`config.mk`:
```
export PLATFORM = sky130hd
export DESIGN_NAME = chunk_serial_subtractor
export DESIGN_NICKNAME = d
export VERILOG_FILES = /design/src/rtl/sub_pkg.sv /design/src/rtl/chunk_sub_cell.sv /design/src/rtl/chunk_serial_subtractor.sv
export SDC_FILE = /design/constraint.sdc
export NUM_CORES = 1
export LEC_CHECK = 0
export CAP_MARGIN = 20
export CORE_MARGIN = 5
export CORE_UTILIZATION = 45
export CTS_CLUSTER_SIZE = 10
export DETAILED_ROUTE_END_ITERATION = 8
export GPL_TIMING_DRIVEN = 0
export PLACE_DENSITY = 0.83
export SETUP_SLACK_MARGIN = 0.05
export SYNTH_ARGS = -nofsm -noshare
export SYNTH_HDL_FRONTEND = slang
export SYNTH_SLANG_ARGS = --single-unit
```
`constraint.sdc`:
```
create_clock -name clk -period 8 [get_ports clk]
set_input_delay 1.6 -clock clk [delete_from_list [all_inputs] [get_ports clk]]
set_output_delay 1.6 -clock clk [all_outputs]
set_load 0.02 [all_outputs]
```
`src/rtl/sub_pkg.sv`:
```
// Shared types and helpers for the chunk-serial subtractor.
// Holds the controller state encoding and the carry/borrow inversion used
// when a subtraction is carried out as an addition of the complement.
package sub_pkg;

    typedef enum logic [1:0] {
        IDLE = 2'd0,
        BUSY = 2'd1,
        DONE = 2'd2
    } state_t;

    // a - b - borrow == a + ~b + ~borrow; the carry of that addition is the
    // inverse of the borrow, and the same inversion maps borrow back to carry.
    function automatic logic carry_to_borrow(input logic carry);
        return ~carry;
    endfunction

endpackage

```
`src/rtl/chunk_sub_cell.sv`:
```
// Combinational W-bit subtract cell: o_diff = i_a - i_b - i_bin (mod 2^W),
// o_bout set when i_a < i_b + i_bin. Built as a + ~b + ~bin so it maps onto
// a plain carry chain.
module chunk_sub_cell
    import sub_pkg::*;
#(
    parameter int W = 4
) (
    input  logic [W-1:0] i_a,
    input  logic [W-1:0] i_b,
    input  logic         i_bin,
    output logic [W-1:0] o_diff,
    output logic         o_bout
);

    logic [W:0] w_sum;

    assign w_sum  = {1'b0, i_a} + {1'b0, ~i_b} + {{W{1'b0}}, carry_to_borrow(i_bin)};
    assign o_diff = w_sum[W-1:0];
    assign o_bout = carry_to_borrow(w_sum[W]);

endmodule

```
`src/rtl/chunk_serial_subtractor.sv`:
```
// Multi-cycle subtractor: diff = a - b - bin, CHUNK bits per cycle, LSB chunk
// first, with the borrow carried in a register between cycles. Valid/ready
// on both sides; one operation in flight, result held until taken.
// Optional build macro CHUNK_SERIAL_SUB_APPROX_LSB_EN: chunk 0 becomes a ^ b
// with no borrow generation (bin has no effect), latency unchanged.
module chunk_serial_subtractor
    import sub_pkg::*;
#(
    parameter int BITWIDTH = 8,
    parameter int CHUNK    = 4
) (
    input  logic                clk,
    input  logic                rst,
    input  logic                in_valid,
    output logic                in_ready,
    input  logic [BITWIDTH-1:0] a,
    input  logic [BITWIDTH-1:0] b,
    input  logic                bin,
    output logic                out_valid,
    input  logic                out_ready,
    output logic [BITWIDTH:0]   diff
);

    localparam int NUM_CHUNKS = BITWIDTH / CHUNK;
    localparam int CNT_W      = (NUM_CHUNKS > 1) ? $clog2(NUM_CHUNKS) : 1;

    generate
        if ((CHUNK < 1) || (CHUNK > BITWIDTH) || ((BITWIDTH % CHUNK) != 0)) begin : g_bad_chunk
            $error("chunk_serial_subtractor: CHUNK must divide BITWIDTH");
        end
    endgenerate

    state_t                r_state;
    state_t                w_state_next;
    logic [BITWIDTH-1:0]   r_a;
    logic [BITWIDTH-1:0]   r_b;
    logic                  r_borrow;
    logic [CNT_W-1:0]      r_cnt;
    logic [BITWIDTH:0]     r_diff;

    logic [CHUNK-1:0]      w_a_chunks [NUM_CHUNKS];
    logic [CHUNK-1:0]      w_b_chunks [NUM_CHUNKS];
    logic [CHUNK-1:0]      w_a_sel;
    logic [CHUNK-1:0]      w_b_sel;
    logic [CHUNK-1:0]      w_cell_diff;
    logic                  w_cell_bout;
    logic [CHUNK-1:0]      w_chunk_diff;
    logic                  w_chunk_bout;
    logic                  w_last;

    // Split the latched operands into chunk slices so the active one can be
    // picked by the counter.
    genvar gi;
    generate
        for (gi = 0; gi < NUM_CHUNKS; gi++) begin : g_slice
            assign w_a_chunks[gi] = r_a[gi*CHUNK +: CHUNK];
            assign w_b_chunks[gi] = r_b[gi*CHUNK +: CHUNK];
        end
    endgenerate

    assign w_a_sel = w_a_chunks[r_cnt];
    assign w_b_sel = w_b_chunks[r_cnt];
    assign w_last  = (r_cnt == CNT_W'(NUM_CHUNKS - 1));

    chunk_sub_cell #(
        .W (CHUNK)
    ) u_cell (
        .i_a    (w_a_sel),
        .i_b    (w_b_sel),
        .i_bin  (r_borrow),
        .o_diff (w_cell_diff),
        .o_bout (w_cell_bout)
    );

`ifdef CHUNK_SERIAL_SUB_APPROX_LSB_EN
    // Lowest chunk is a carry-free XOR; the borrow it hands upward is zero,
    // which also makes the latched bin irrelevant.
    assign w_chunk_diff = (r_cnt == '0) ? (w_a_sel ^ w_b_sel) : w_cell_diff;
    assign w_chunk_bout = (r_cnt == '0) ? 1'b0 : w_cell_bout;
`else
    assign w_chunk_diff = w_cell_diff;
    assign w_chunk_bout = w_cell_bout;
`endif

    // Controller state register.
    always_ff @(posedge clk or posedge rst) begin
        if (rst) begin
            r_state <= IDLE;
        end else begin
            r_state <= w_state_next;
        end
    end

    // Next-state and handshake outputs; acceptance only in IDLE, result only in DONE.
    always_comb begin
        w_state_next = r_state;
        in_ready     = 1'b0;
        out_valid    = 1'b0;
        case (r_state)
            IDLE: begin
                in_ready = 1'b1;
                if (in_valid) begin
                    w_state_next = BUSY;
                end
            end
            BUSY: begin
                if (w_last) begin
                    w_state_next = DONE;
                end
            end
            DONE: begin
                out_valid = 1'b1;
                if (out_ready) begin
                    w_state_next = IDLE;
                end
            end
            default: begin
                w_state_next = IDLE;
            end
        endcase
    end

    // Datapath: latch operands on acceptance, then fold one chunk per BUSY cycle
    // into the result; the result is left in place after the handshake.
    always_ff @(posedge clk or posedge rst) begin
        if (rst) begin
            r_a      <= '0;
            r_b      <= '0;
            r_borrow <= 1'b0;
            r_cnt    <= '0;
            r_diff   <= '0;
        end else begin
            case (r_state)
                IDLE: begin
                    if (in_valid) begin
                        r_a      <= a;
                        r_b      <= b;
                        r_borrow <= bin;
                        r_cnt    <= '0;
                    end
                end
                BUSY: begin
                    r_borrow <= w_chunk_bout;
                    for (int k = 0; k < NUM_CHUNKS; k++) begin
                        if (r_cnt == CNT_W'(k)) begin
                            r_diff[k*CHUNK +: CHUNK] <= w_chunk_diff;
                        end
                    end
                    if (w_last) begin
                        r_diff[BITWIDTH] <= w_chunk_bout;
                    end else begin
                        r_cnt <= r_cnt + CNT_W'(1);
                    end
                end
                default: begin
                end
            endcase
        end
    end

    assign diff = r_diff;

endmodule

```
==> impl_metrics.py <==
metrics = {
    "final_layout": {
        "area_growth_pct": 31.9,
        "final_cells": 184,
        "fill_cells": 245,
        "layout-drive-gt1-share_pct": 27.1,
        "final_area_um2": 1850,
        "nNetsFinal": 166,
        "insertedDiodeCount": 0,
        "seq_area_um2": 726,
        "multiInputGateArea_um2": 642,
    },
    "logic_synthesis": {
        "syn_inst": 101,
        "synth_enable_flop_cells": 0,
        "post-synth-top-area-cell": "dfrtp_1",
        "syn-cell-area_um2": 1400,
        "ys_top_cells_by_area": "dfrtp_1 (52%), mux2_2 (12%), mux2_4 (11%)",
        "avgSynthCellArea_um2": 13.9,
        "ys_top_cells_by_count": "dfrtp_1 (29), mux2_2 (15), mux2_4 (10)",
        "synth_most_common_cell": "dfrtp_1",
        "synth_nets": 127,
        "synth_flop_cell": "dfrtp_1",
        "async_flop_share_pct": 100,
        "yosys.area.top_type_share_pct": 51.7,
        "yosysUniqueCellTypes": 29,
        "synth_seq_area_share_pct": 51.7,
        "synth-warning-count": 0,
        "yosys_register_bits": 29,
    },
    "placed_design": {
        "placed_cell_area_um2": 1770,
        "post-dp-hpwl_um": 1940,
        "port_buffers": 31,
        "dp_cells": 176,
        "gp_congestion": 0.767,
    },
    "worst_setup_path": {
        "required_ns": 6.40,
        "r2r_cells": 8,
        "critPathMaxFanout": 9,
        "end_kind": "output pin",
        "worstReg2RegEnd": "diff[8]",
        "r2r_start": "r_cnt",
        "worstPathArrival_ns": 1.68,
        "startpoint_type": "flop",
        "critPathKind": "flop to output pin",
        "r2r_slack_ns": 5.22,
    },
    "cts": {
        "cts_hold_buf": 0,
        "htree_levels": 2,
        "cts_resized": 0,
        "tritoncts": "built",
        "insertion_delay_ns": 0.32,
        "cts.sinks": 29,
        "post_cts_buffers": 0,
        "clk_pin_slew_ns": 0.09,
        "clock_path_buffers": 2,
        "cts_root_buffer": "clkbuf_4",
        "numCtsBuffers": 5,
    },
    "sta": {
        "finalSetupTns_ns": 0,
        "rsz0062_at_grt": "false",
        "setup_viol": 0,
        "post-route-period-util_pct": 41.0,
        "min_period_ns": 3.28,
        "drv_slew": 0,
        "worstMarginPinSlew_ns": 0.422,
        "relSlewSlack_pct": 71.8,
        "fmax_mhz": 305,
        "skew_ns": 0.00582,
        "hold_viol": 0,
    },
    "power_and_ir_drop": {
        "leakagePower_nw": 0.814,
        "pwr_density_cell_nw_per_um2": 444,
        "total_power_w": 0.000822,
        "max-vdd-ir-drop_mv": 0.187,
    },
    "worst_hold_path": {
        "holdCritStartpoint": "diff[7]",
        "whs_path_depth": 2,
        "hp-class": "flop to flop",
        "whs_endpoint": "diff[7]",
    },
    "status": {
        "outcome": "complete, no violations",
    },
    "route": {
        "vias": 917,
        "drc": 0,
        "routedWlPerCell_um": 14.6,
        "via_per_inst": 4.98,
        "drt_pre_antenna_iters": 4,
        "ant_nets": 0,
        "drtIter0Drc": 65,
        "wl_um": 2690,
    },
    "grt": {
        "grt_max_degree": 30,
        "grt_most_used_layer": "met2",
        "use_met2_pct": 22.9,
        "grtUsageMet1_pct": 17.6,
        "grt_pass1_vias": 1002,
        "grt_pass1_wl_um": 4650,
        "grt-ovfl-total": 0,
        "met3_usage_pct": 5.27,
        "antenna_found_initial": 0,
        "grt_usage_pct": 14.5,
    },
    "floorplanning": {
        "io_pins": 32,
        "fp.dieW_um": 65.9,
        "core-area_um2": 3030,
        "die_area_um2": 4340,
        "rows": 20,
        "die_h_um": 65.9,
        "start_util_pct": 46.4,
    },
    "run": {
        "maxCapViolations": 0,
    },
}
## state kept, by name, indices dropped and copies added, names as in the netlist
register	count
r_a	8
diff	9
r_cnt	1
r_state	2
r_b	8
r_borrow	1
## layer usage
layer | share of wire (%) | up-vias | wire length (um)
met3 | 5.4 | 6 | 144
li1 | - | 432 | -
met1 | 44 | 451 | 1170
met5 | 0 | - | 0
met4 | 2.0 | 0 | 55
met2 | 49 | 28 | 1320
## worst max-delay path: stages (launching register included)
cell and delay [ns]:
dfrtp_1 0.36, buf_2 0.17, nand2b_1 0.17, inv_1 0.06
clkdlybuf4s50_1 0.59
## power by group
part	switching, W	total, W	internal, W
combinational	0.000217	0.000470	0.000253
sequential	0.0000410	0.000263	0.000222
clock	0.0000477	0.0000891	0.0000414
## per-stage QoR
step | hold WS (ns) | utilization, % | setup slack (ns)
2_1_floorplan | 0.476 | - | 5.46
3_3_place_gp | 0.462 | 58.4 | 4.89
3_5_place_dp | 0.478 | 58.4 | 4.86
4_1_cts | 0.499 | 60.2 | 4.70
5_1_grt | 0.528 | 61.2 | 4.61
6_report | 0.493 | 61.2 | 4.72
## worst max path at each step
stage / slack (ns) / endpoint / start
5_1_grt: 4.61 / out_valid / r_state[0]
3_5_place_dp: 4.86 / r_b[3] / in_valid
3_3_place_gp: 4.89 / r_a[3] / in_valid
2_1_floorplan: 5.46 / diff[8] / r_cnt
4_1_cts: 4.70 / out_valid / r_state[0]
6_report: 4.72 / out_valid / r_state[0]
## cell type report
type	count	share of cell area, %
Buffer	4	1.35
Clock buffer	7	2.97
Inverter	3	0.608
Multi-Input combinational cell	65	34.7
Sequential cell	29	39.2
Tap cell	44	2.97
Timing Repair Buffer	32	18.2
## logic make-up (layout without fill, tap and decap cells)
| family | count (synthesis) | count (layout) | synth area share, % |
|---|---|---|---|
| muxes | 29 | 29 | 25.6 |
| AOI/OAI and AO/OA | 13 | 13 | 5.88 |
| DFF | 29 | 29 | 51.7 |
| buffers and inverters | 7 | 46 | 2.58 |
| adders and majority gates | 5 | 5 | 5.53 |
| and+or+nand+nor | 17 | 17 | 8.11 |
| xor gates and xnor gates | 1 | 1 | 0.624 |
## cells in the final DEF, fill, tap and decap left out
master           count
clkdlybuf4s50_1     31
dfrtp_1             29
mux2_2              15
mux2_4              10
clkbuf_4             5
nand2_1              4
a21oi_1              4
mux2i_1              4
o21ai_0              3
nand2b_1             3
inv_1                3
ha_1                 3
buf_2                2
clkbuf_1             2
nand3b_1             2
nor2_1               2
fa_1                 2
nand2b_4             1
nor2_4               1
buf_6                1
xnor2_1              1
nand3_1              1
a21boi_0             1
and3b_1              1
o31ai_1              1
nor3b_2              1
o22ai_1              1
a21o_1               1
o41ai_1              1
nor2b_1              1
a221o_1              1
clkbuf_8             1
buf_16               1
No activity file was read; power rests on OpenSTA's default activity.
